## src/rtl/dds_pkg.sv

```systemverilog
// Shared constants and types for the DDS phase accumulator slice.
package dds_pkg;

    localparam int ACC_W_DEF   = 24;
    localparam int PHASE_W_DEF = 14;

    // Load target select on the first byte of a load.
    localparam logic LD_SEL_FTW = 1'b0;
    localparam logic LD_SEL_OFF = 1'b1;

    // Byte counts for the default widths; the offset is always two bytes.
    localparam int FTW_BYTES = ACC_W_DEF / 8;
    localparam int OFF_BYTES = 2;

    typedef enum logic [1:0] {
        LD_IDLE    = 2'd0,
        LD_COLLECT = 2'd1,
        LD_PEND    = 2'd2
    } ld_state_e;

endpackage

```

## src/rtl/dds_byte_loader.sv

```systemverilog
// Byte-serial loader for the FTW and phase offset: collects LSB-first bytes
// into shadow registers and emits a commit strobe on the first tick after
// the last byte, so the active registers only change on a sample boundary.
module dds_byte_loader
    import dds_pkg::*;
#(
    parameter int ACC_W   = ACC_W_DEF,
    parameter int PHASE_W = PHASE_W_DEF
) (
    input  logic               clk_i,
    input  logic               rst_i,
    input  logic               tick_i,
    input  logic               ld_valid_i,
    input  logic               ld_sel_i,
    input  logic [7:0]         ld_data_i,
    input  logic               ld_clr_i,
    output logic               ld_ready_o,
    output logic               busy_o,
    output logic               commit_ftw_o,
    output logic               commit_off_o,
    output logic [ACC_W-1:0]   ftw_sh_o,
    output logic [PHASE_W-1:0] off_sh_o
);

    localparam int N_FTW = ACC_W / 8;
    localparam int MAXB  = (N_FTW > OFF_BYTES) ? N_FTW : OFF_BYTES;
    localparam int CNT_W = $clog2(MAXB);

    ld_state_e          state_q, state_d;
    logic [CNT_W-1:0]   cnt_q, cnt_d;
    logic               sel_q, sel_d;
    logic               ready_q;
    logic [ACC_W-1:0]   ftw_sh_q;
    logic [PHASE_W-1:0] off_sh_q;

    logic               hs;
    logic               cur_sel;
    logic [CNT_W-1:0]   last_idx;
    logic [CNT_W-1:0]   widx;
    logic               commit;

    // A clear on the same cycle as a valid byte suppresses the handshake.
    assign hs       = ld_valid_i && ready_q && !ld_clr_i;
    // The target select is only taken from the port on the first byte.
    assign cur_sel  = (state_q == LD_IDLE) ? ld_sel_i : sel_q;
    assign last_idx = (cur_sel == LD_SEL_OFF) ? CNT_W'(OFF_BYTES - 1) : CNT_W'(N_FTW - 1);
    assign widx     = (state_q == LD_IDLE) ? '0 : cnt_q;

    // Loader next-state: IDLE -> COLLECT -> PEND -> (tick) -> IDLE; clear wins.
    always_comb begin
        state_d = state_q;
        cnt_d   = cnt_q;
        sel_d   = sel_q;
        commit  = 1'b0;
        if (ld_clr_i) begin
            state_d = LD_IDLE;
            cnt_d   = '0;
        end else begin
            case (state_q)
                LD_IDLE: begin
                    if (hs) begin
                        sel_d = ld_sel_i;
                        if (last_idx == '0) begin
                            state_d = LD_PEND;
                        end else begin
                            state_d = LD_COLLECT;
                            cnt_d   = CNT_W'(1);
                        end
                    end
                end
                LD_COLLECT: begin
                    if (hs) begin
                        if (cnt_q == last_idx) begin
                            state_d = LD_PEND;
                            cnt_d   = '0;
                        end else begin
                            cnt_d = cnt_q + 1'b1;
                        end
                    end
                end
                LD_PEND: begin
                    if (tick_i) begin
                        commit  = 1'b1;
                        state_d = LD_IDLE;
                    end
                end
                default: begin
                    state_d = LD_IDLE;
                    cnt_d   = '0;
                end
            endcase
        end
    end

    // State, counter and ready; ready is registered from the next state so it
    // drops the cycle after the last byte and has no path from ld_valid.
    always_ff @(posedge clk_i) begin
        if (rst_i) begin
            state_q <= LD_IDLE;
            cnt_q   <= '0;
            sel_q   <= LD_SEL_FTW;
            ready_q <= 1'b0;
        end else begin
            state_q <= state_d;
            cnt_q   <= cnt_d;
            sel_q   <= sel_d;
            ready_q <= (state_d != LD_PEND);
        end
    end

    // Shadow registers: each accepted byte lands at its LSB-first position.
    always_ff @(posedge clk_i) begin
        if (rst_i) begin
            ftw_sh_q <= '0;
            off_sh_q <= '0;
        end else if (hs) begin
            for (int b = 0; b < N_FTW; b++) begin
                if (cur_sel == LD_SEL_FTW && widx == CNT_W'(b))
                    ftw_sh_q[b*8 +: 8] <= ld_data_i;
            end
            for (int i = 0; i < PHASE_W; i++) begin
                if (cur_sel == LD_SEL_OFF && widx == CNT_W'(i / 8))
                    off_sh_q[i] <= ld_data_i[i % 8];
            end
        end
    end

    assign ld_ready_o   = ready_q;
    assign busy_o       = (state_q != LD_IDLE);
    assign commit_ftw_o = commit && (sel_q == LD_SEL_FTW);
    assign commit_off_o = commit && (sel_q == LD_SEL_OFF);
    assign ftw_sh_o     = ftw_sh_q;
    assign off_sh_o     = off_sh_q;

endmodule

```

## src/rtl/dds_phase_accum.sv

```systemverilog
// DDS phase accumulator: tick divider, wrapping FTW accumulator and a
// registered truncate-plus-offset stage feeding the sine lookup.
module dds_phase_accum
    import dds_pkg::*;
#(
    parameter int ACC_W   = ACC_W_DEF,
    parameter int PHASE_W = PHASE_W_DEF,
    parameter int DIV     = 0
) (
    input  logic               clk,
    input  logic               rst,
    input  logic               en,
    input  logic               sync,
    input  logic               ld_valid,
    output logic               ld_ready,
    input  logic               ld_sel,
    input  logic [7:0]         ld_data,
    input  logic               ld_clr,
    output logic [PHASE_W-1:0] phase,
    output logic               phase_valid,
    output logic               busy
);

    localparam int               DIV_W      = (DIV > 0) ? $clog2(DIV + 1) : 1;
    localparam logic [DIV_W-1:0] DIV_RELOAD = DIV_W'(DIV);

    logic [DIV_W-1:0]   div_q, div_d;
    logic [ACC_W-1:0]   acc_q, acc_d;
    logic [ACC_W-1:0]   ftw_q;
    logic [PHASE_W-1:0] off_q;
    logic [PHASE_W-1:0] off_s_q;
    logic [1:0]         vld_pipe_q;
    logic [PHASE_W-1:0] phase_q, phase_d;

    logic               tick;
    logic               upd;
    logic               commit_ftw, commit_off;
    logic [ACC_W-1:0]   ftw_sh;
    logic [PHASE_W-1:0] off_sh;

    assign tick = en && (div_q == '0);
    // Either a tick or a sync changes acc, so both produce a phase sample.
    assign upd  = tick || sync;

    dds_byte_loader #(
        .ACC_W   (ACC_W),
        .PHASE_W (PHASE_W)
    ) u_loader (
        .clk_i        (clk),
        .rst_i        (rst),
        .tick_i       (tick),
        .ld_valid_i   (ld_valid),
        .ld_sel_i     (ld_sel),
        .ld_data_i    (ld_data),
        .ld_clr_i     (ld_clr),
        .ld_ready_o   (ld_ready),
        .busy_o       (busy),
        .commit_ftw_o (commit_ftw),
        .commit_off_o (commit_off),
        .ftw_sh_o     (ftw_sh),
        .off_sh_o     (off_sh)
    );

    // Divider and accumulator next-state; sync overrides a coincident tick.
    always_comb begin
        div_d = div_q;
        acc_d = acc_q;
        if (sync) begin
            acc_d = '0;
            div_d = DIV_RELOAD;
        end else if (en) begin
            if (tick) begin
                acc_d = acc_q + ftw_q;
                div_d = DIV_RELOAD;
            end else begin
                div_d = div_q - 1'b1;
            end
        end
    end

    // Offset is the one captured with the acc update, so a commit on tick t
    // only affects the phase of later ticks.
    assign phase_d = acc_q[ACC_W-1 -: PHASE_W] + off_s_q;

    // Accumulator, active registers and the two-stage phase pipeline.
    always_ff @(posedge clk) begin
        if (rst) begin
            div_q      <= '0;
            acc_q      <= '0;
            ftw_q      <= '0;
            off_q      <= '0;
            off_s_q    <= '0;
            vld_pipe_q <= '0;
            phase_q    <= '0;
        end else begin
            div_q      <= div_d;
            acc_q      <= acc_d;
            vld_pipe_q <= {vld_pipe_q[0], upd};
            if (upd)
                off_s_q <= off_q;
            if (vld_pipe_q[0])
                phase_q <= phase_d;
            if (commit_ftw)
                ftw_q <= ftw_sh;
            if (commit_off)
                off_q <= off_sh;
        end
    end

    assign phase       = phase_q;
    assign phase_valid = vld_pipe_q[1];

endmodule
```

## config.mk

```make
export PLATFORM = sky130hd
export DESIGN_NAME = dds_phase_accum
export DESIGN_NICKNAME = d
export VERILOG_FILES = /design/src/rtl/dds_pkg.sv /design/src/rtl/dds_byte_loader.sv /design/src/rtl/dds_phase_accum.sv
export SDC_FILE = /design/constraint.sdc
export NUM_CORES = 1
export LEC_CHECK = 0
export BUFFER_PORTS_ARGS = -buffer_cell sky130_fd_sc_hd__clkbuf_2
export CAP_MARGIN = 0
export CORE_MARGIN = 4
export CORE_UTILIZATION = 35
export CTS_BUF_LIST = sky130_fd_sc_hd__clkbuf_8
export DETAILED_ROUTE_END_ITERATION = 8
export PLACE_DENSITY_LB_ADDON = 0.25
export REMOVE_ABC_BUFFERS = 1
export SLEW_MARGIN = 15
export SYNTH_ARGS = -nofsm -noshare
export SYNTH_HDL_FRONTEND = slang
export SYNTH_SLANG_ARGS = --single-unit
export TNS_END_PERCENT = 50
```

## constraint.sdc

```tcl
create_clock -name clk -period 4.3 [get_ports clk]
set_input_delay 0.43 -clock clk [delete_from_list [all_inputs] [get_ports clk]]
set_output_delay 0.43 -clock clk [all_outputs]
set_load 0.02 [all_outputs]
```

==> flow_metrics.env, run 1 <==
export IMPL_status="finished, final reports clean"
export IMPL_fmax_mhz=392.0
export IMPL_worstPathArrival_ns=2.89
export IMPL_nets=842
export IMPL_worstHoldPathCells=2
export IMPL_dr_pass1_iters=5
export IMPL_synth_edf_count=0
export IMPL_rrSetupSlack_ns=1.75
export IMPL_dp_hpwl_um=11090
export IMPL_crit_path_end_kind="flip-flop"
export IMPL_chipHeight_um=145.6
export IMPL_fin_crit_ns=2.551
export IMPL_crit_path_start_kind="flip-flop"
export IMPL_clock_path_buffers=2
export IMPL_hold_buffers=0
export IMPL_cts_resized=0
export IMPL_grt_pass1_wl_um=25990
export IMPL_setup_tns_ns=0
export IMPL_synth_compound_area_frac=0.1700
export IMPL_die_area_um2=21190
export IMPL_rsz0062_at_grt="no"
export IMPL_cts_max_level=4
export IMPL_cts_root_buf="clkbuf_8"
export IMPL_grt_pass1_vias=4932
export IMPL_ys_ff_latch=137
export IMPL_path_max_fanout=5
export IMPL_final_cell_mix="dfxtp_1 (137), nand2_1 (118), nor2_1 (97), a21oi_1 (88), mux2i_1 (62)"
export IMPL_setup_viol=0
export IMPL_diodes=0
export IMPL_syn_inst=770
export IMPL_max_slew_worst_pin_slew_ns=1.075
export IMPL_placed_cell_area_um2=6978
export IMPL_yosysUniqueCellTypes=56
export IMPL_cts_setup_buffers=0
export IMPL_insertion_delay_ns=0.45
export IMPL_synth_xor_area_share=0.03173
export IMPL_num_vias=5286
export IMPL_gp_congestion=0.8557
export IMPL_clock_sinks=137
export IMPL_viasPerCell=5.102
export IMPL_r2r_cells=9
export IMPL_routedWlPerCell_um=15.06
export IMPL_areaGrowthSynthToFinish_pct=11.86
export IMPL_postRouteAntennaNets=0
export IMPL_die_x_um=145.6
export IMPL_stdcell_area_um2=7411
export IMPL_ir_worst_vdd_mv=0.1754
export IMPL_num_rows=50
export IMPL_path_class="reg2reg"
export IMPL_required_ns=4.64
export IMPL_clkTransAtPathRegs_ns=0.09
export IMPL_n_fill_cell=1949
export IMPL_start_util=0.3554
export IMPL_grt_total_usage=0.1513
export IMPL_muxShareOfSynthArea=0.09367
export IMPL_drt_iter0_markers=435
export IMPL_grt_max_degree=103
export IMPL_p_leak_nw=3.218
export IMPL_hold_path_class="in2reg"
export IMPL_synth_simple_area_share=0.1923
export IMPL_yosys_warnings=0
export IMPL_synth_fa_ha_area_frac=0.07403
export IMPL_drive_gt1_frac=0.1060
export IMPL_io_pins=32
export IMPL_async_reset_ff_frac=0
export IMPL_syn_avg_cell_area_um2=8.604
export IMPL_powerDensity_nw_per_um2=344.3
export IMPL_synth_top_family_by_area="simple AND/OR/NAND/NOR gates"
export IMPL_ys_seq_area_frac=0.4140
export IMPL_finalCritPeriodShare=0.5933
export IMPL_clock_skew_ns=0.01414
export IMPL_synth_area_um2=6625
export IMPL_drc=0
export IMPL_routed_wl_um=15600
export IMPL_overflow=0
export IMPL_synth_flop_cell="dfxtp_1"
export IMPL_port_buffers=31
export IMPL_cap_viol_max_count=0
export IMPL_slew_headroom=0.2831
export IMPL_maxSlewViolCount=0
export IMPL_multiInputGateArea_um2=3732
export IMPL_fin_cells=1036
export IMPL_antenna_found_initial=0
export IMPL_final_common_cell="dfxtp_1"
export IMPL_dp_cells=1004
export IMPL_regArea_um2=2743
export IMPL_coreArea_um2=18640
export IMPL_hold_viol_final=0
export IMPL_cts_buffers=17
export IMPL_tritoncts="done"
Yosys cell counts (2+ instances only):
library cell,instances,share of area
a211o_1,3,0.0040
a211oi_1,9,0.010
a21boi_1,2,0.0023
a21o_1,11,0.012
a21oi_1,88,0.066
a221o_1,4,0.0060
a22o_1,3,0.0040
a31oi_1,2,0.0019
and2_1,4,0.0038
and3_1,7,0.0066
buf_2,3,0.0023
clkbuf_1,30,0.017
dfxtp_1,137,0.41
fa_1,2,0.0060
ha_1,36,0.068
inv_1,6,0.0034
mux2i_1,62,0.094
nand2_1,118,0.067
nand2b_1,5,0.0047
nand3_1,6,0.0045
nand3_2,2,0.0030
nand3b_1,2,0.0023
nand4_1,3,0.0028
nor2_1,97,0.055
nor2b_1,4,0.0038
nor3_1,18,0.014
nor3b_1,4,0.0045
nor4_1,2,0.0019
nor4_2,2,0.0038
nor4b_1,2,0.0026
o211ai_2,2,0.0038
o21a_1,9,0.010
o21ai_0,23,0.017
o21ai_1,5,0.0038
o21bai_1,8,0.0091
or2_2,5,0.0047
or3_1,3,0.0028
xnor2_1,14,0.019
xor2_1,10,0.013
sequential cells by signal, indices dropped and copies added (netlist names):
register	count
acc_q	24
ftw_q	24
vld_pipe_q	2
u_loader.cnt_q	2
div_q	1
u_loader.ld_ready_o	1
u_loader.ftw_sh_o	24
off_q	14
u_loader.sel_q	1
off_s_q	14
u_loader.state_q	2
u_loader.off_sh_o	14
phase	14
layout make-up:
| cell class | instances | share of cell area |
|---|---|---|
| multi-input cells | 592 | 0.5036 |
| flip-flops and latches | 137 | 0.3701 |
| well taps | 234 | 0.03951 |
| clock buffers | 18 | 0.03343 |
| repair buffers | 35 | 0.02532 |
| clock inverters | 14 | 0.02499 |
| inverters | 6 | 0.003039 |
critical path, cell delays in order (launching register included):
cell	delay [ns]
dfxtp_1	0.32
ha_1	0.24
fa_1	0.42
a21oi_1	0.23
o21ai_0	0.13
nor2b_2	0.20
o211ai_2	0.23
a211oi_1	0.12
or3_1	0.32
a32o_1	0.25
routing by layer:
metal  routed length (µm)  up-vias  track usage  part of all wire
li1                     -     2740            -                 -
met1                 8161     2448       0.2194              0.52
met2                 6610       83       0.2169              0.42
met3                  552       15      0.03799             0.035
met4                  274        0      0.05508             0.018
met5                    0        -            0                 0
power by group:
group	total, mW	switching (mW)	internal (mW)
combinational	0.0935	0.0670	0.0265
sequential	1.29	0.00970	1.28
clock	1.17	0.568	0.605
stage by stage:
stage,power (mW),hold WS [ns],worst slack [ns],utilization
after global routing,2.651,0.1392,1.602,0.3975
after global placement,1.411,0.4385,1.792,0.3743
final,2.552,0.1664,1.749,0.3975
after CTS,2.586,0.1373,1.756,0.3975
after floorplan,1.357,0.4255,2.024,-
after detailed placement,1.411,0.4442,1.790,0.3743
kinds of logic after synthesis:
group / after synthesis
multiplexers: 62
flip-flops: 137
adder cells (fa/ha/maj): 38
AND/OR/NAND/NOR: 288
buffers and inverters: 41
AO/OA/AOI/OAI: 180
XOR/XNOR: 24
worst paths after layout:
path | endpoint | startpoint
hold / removal | div_q | en
setup reg to reg | acc_q[22] | acc_q[0]
setup / recovery | acc_q[22] | acc_q[0]
hold reg to reg | ftw_q[23] | u_loader.ftw_sh_o[23]
(Power assumes the default switching activity.)
==> run 2, diff against run 1 <==
--- a/config.mk
+++ b/config.mk
@@ -5,6 +5,7 @@
 export SDC_FILE = /design/constraint.sdc
 export NUM_CORES = 1
 export LEC_CHECK = 0
+export ABC_AREA = 1
 export BUFFER_PORTS_ARGS = -buffer_cell sky130_fd_sc_hd__clkbuf_2
 export CAP_MARGIN = 0
 export CORE_MARGIN = 4
==> constraint.sdc (replaced) <==
create_clock -name clk -period 2.55 [get_ports clk]
set_input_delay 0.255 -clock clk [delete_from_list [all_inputs] [get_ports clk]]
set_output_delay 0.255 -clock clk [all_outputs]
set_load 0.02 [all_outputs]
==> flow_metrics.env, run 2 <==
export IMPL_async_reset_ff_frac=0
export IMPL_placed_cell_area_um2=7475
export IMPL_synth_top_area_cell="dfxtp_1"
export IMPL_comb_power_share=0.076
export IMPL_drc=0
export IMPL_cts_resized=0
export IMPL_fmax_mhz=496.7
export IMPL_cts_root_buf="clkbuf_8"
export IMPL_syn_inst=1026
export IMPL_gr_usage_met1=0.2308
export IMPL_ys_seq_area_frac=0.3904
export IMPL_fin_crit_ns=2.013
export IMPL_grt_total_usage=0.1649
export IMPL_drt_iter0_markers=441
export IMPL_hold_viol_final=0
export IMPL_cap_viol_max_count=0
export IMPL_viasPerCell=4.739
export IMPL_synth_top_area_share=0.3904
export IMPL_setup_ws_ns=0.5368
export IMPL_synth_flop_cell="dfxtp_1"
export IMPL_die_area_um2=22400
export IMPL_rrSetupSlack_ns=0.54
export IMPL_total_power_mw=4.468
export IMPL_nets=1110
export IMPL_finalCritPeriodShare=0.7895
export IMPL_chipHeight_um=149.7
export IMPL_grt_util_met3=0.03513
export IMPL_status="finished, final reports clean"
export IMPL_stdcell_area_um2=7905
export IMPL_gp_congestion=0.9770
export IMPL_drive_gt1_frac=0.08224
export IMPL_areaGrowthSynthToFinish_pct=12.52
export IMPL_overflow=0
export IMPL_r2r_end="acc_q[16]"
export IMPL_r2r_start="acc_q[0]"
export IMPL_dp_cells=1302
export IMPL_start_util=0.3586
export IMPL_die_x_um=149.7
export IMPL_ys_ff_latch=137
export IMPL_min_from="ld_sel"
export IMPL_grt_pass1_vias=5923
export IMPL_setup_tns_ns=0
export IMPL_grt_pass1_wl_um=29500
export IMPL_netlist_top_cells_count="nor2_1 (186), nand2_1 (149), inv_1 (141)"
export IMPL_tritoncts="done"
export IMPL_p_sw_mw=1.177
export IMPL_maxSlewViolCount=0
export IMPL_path_max_fanout=4
export IMPL_clkPwrFrac=0.425
export IMPL_slew_headroom=0.6074
export IMPL_diodes=0
export IMPL_clock_sinks=137
export IMPL_worstHoldPathCells=3
export IMPL_yosys_warnings=0
export IMPL_cts_buffers=17
export IMPL_switching_share=0.2634
export IMPL_synth_area_um2=7025
export IMPL_worstPathArrival_ns=2.36
export IMPL_cts_max_level=4
export IMPL_r2r_cells=12
export IMPL_routedWlPerCell_um=13.33
export IMPL_io_pins=32
export IMPL_synth_most_common_cell="nor2_1"
export IMPL_routed_wl_um=17800
export IMPL_num_vias=6327
export IMPL_cts_setup_buffers=0
export IMPL_insertion_delay_ns=0.45
export IMPL_final_cell_mix="nor2_1 (186), nand2_1 (149), inv_1 (140), dfxtp_1 (137), o21ai_0 (127)"
export IMPL_dp_worst_setup_slack_ns=0.5619
export IMPL_grt_use_met2=0.2505
export IMPL_rsz0062_at_grt="no"
export IMPL_antenna_found_initial=0
export IMPL_grt_busiest_layer="met2"
export IMPL_hold_buffers=1
export IMPL_p_int_mw=3.291
export IMPL_p_leak_nw=3.786
export IMPL_crit_path_start_kind="flip-flop"
export IMPL_num_rows=51
export IMPL_powerDensity_nw_per_um2=565.1
export IMPL_clock_path_buffers=2
export IMPL_fin_cells=1335
export IMPL_ir_worst_vdd_mv=0.3276
export IMPL_dp_hpwl_um=13300
export IMPL_synth_edf_count=0
export IMPL_hold_path_class="in2reg"
export IMPL_min_to="u_loader.sel_q"
export IMPL_setup_viol=0
export IMPL_regArea_um2=2743
export IMPL_multiInputGateArea_um2=3613
export IMPL_max_slew_worst_pin_slew_ns=0.5881
export IMPL_yosysUniqueCellTypes=33
export IMPL_n_fill_cell=2119
export IMPL_port_buffers=31
export IMPL_required_ns=2.89
export IMPL_clock_skew_ns=0.009800
export IMPL_crit_path_end_kind="flip-flop"
export IMPL_clkTransAtPathRegs_ns=0.08
export IMPL_path_class="reg2reg"
export IMPL_grt_max_degree=99
export IMPL_dr_pass1_iters=5
export IMPL_final_common_cell="nor2_1"
export IMPL_synth_area_top_cells="dfxtp_1 (39%), nor2_1 (9.9%), o21ai_0 (9.0%)"
export IMPL_coreArea_um2=19590
export IMPL_seqPwrFrac=0.499
export IMPL_syn_avg_cell_area_um2=6.847
export IMPL_postRouteAntennaNets=0
## run 2: power by group through the flow
stage | registers (mW) | clock network (mW) | logic [mW]
final | 2.23 | 1.90 | 0.338
after global routing | 2.24 | 2.03 | 0.386
after CTS | 2.23 | 1.94 | 0.342
after detailed placement | 2.28 | 0 | 0.339
after global placement | 2.28 | 0 | 0.338
after floorplan | 2.29 | 0 | 0.203
## run 2: worst max-delay path, cell delays in order, from the launching register on
cell and delay, ns:
dfxtp_1 0.32, ha_1 0.22, fa_1 0.42, nand3_1 0.11, nand2_1 0.12, nand2_1 0.08
nand3_1 0.13, nand3_1 0.11, nand2_1 0.07, nand2_1 0.06, nand2_1 0.04, o21ai_0 0.16
inv_1 0.06
## run 2: cell families (layout without fill, tap and decap cells)
kind of cell,after synthesis,after routing,synth area share
simple gates,414,414,0.2429
compound gates,242,242,0.1779
buf+inv,176,220,0.09528
flops,137,137,0.3904
fa+ha+maj,38,38,0.06981
xor+xnor,19,19,0.02369
## run 2: cell type report
| cell class | instances | area share |
|---|---|---|
| inverters | 147 | 0.06980 |
| multi-input cells | 713 | 0.4571 |
| flip-flops and latches | 137 | 0.3469 |
| repair buffers | 41 | 0.03102 |
| well taps | 265 | 0.04194 |
| clock inverters | 11 | 0.01662 |
| clock buffers | 21 | 0.03656 |
## run 2: layer usage
layer	vias up	wire length, µm
li1	3380	-
met1	2804	9112
met2	114	7532
met3	29	697
met4	0	455
met5	-	0
## run 2: stage by stage
step | util | hold slack [ns]
floorplan | - | 0.3241
global placement | 0.3816 | 0.4300
detailed placement | 0.3816 | 0.4362
CTS | 0.4035 | 0.01982
global route | 0.4035 | 0.05090
finish | 0.4035 | 0.04802
## run 2: worst max-delay path by stage
stage,from,end,slack [ns],cells past startpoint
global route,acc_q[0],acc_q[14],0.34,12
detailed placement,acc_q[0],acc_q[16],0.56,12
CTS,acc_q[0],acc_q[16],0.55,12
finish,acc_q[0],acc_q[16],0.54,12
global placement,acc_q[0],acc_q[16],0.61,12
floorplan,div_q,off_s_q[0],0.54,7
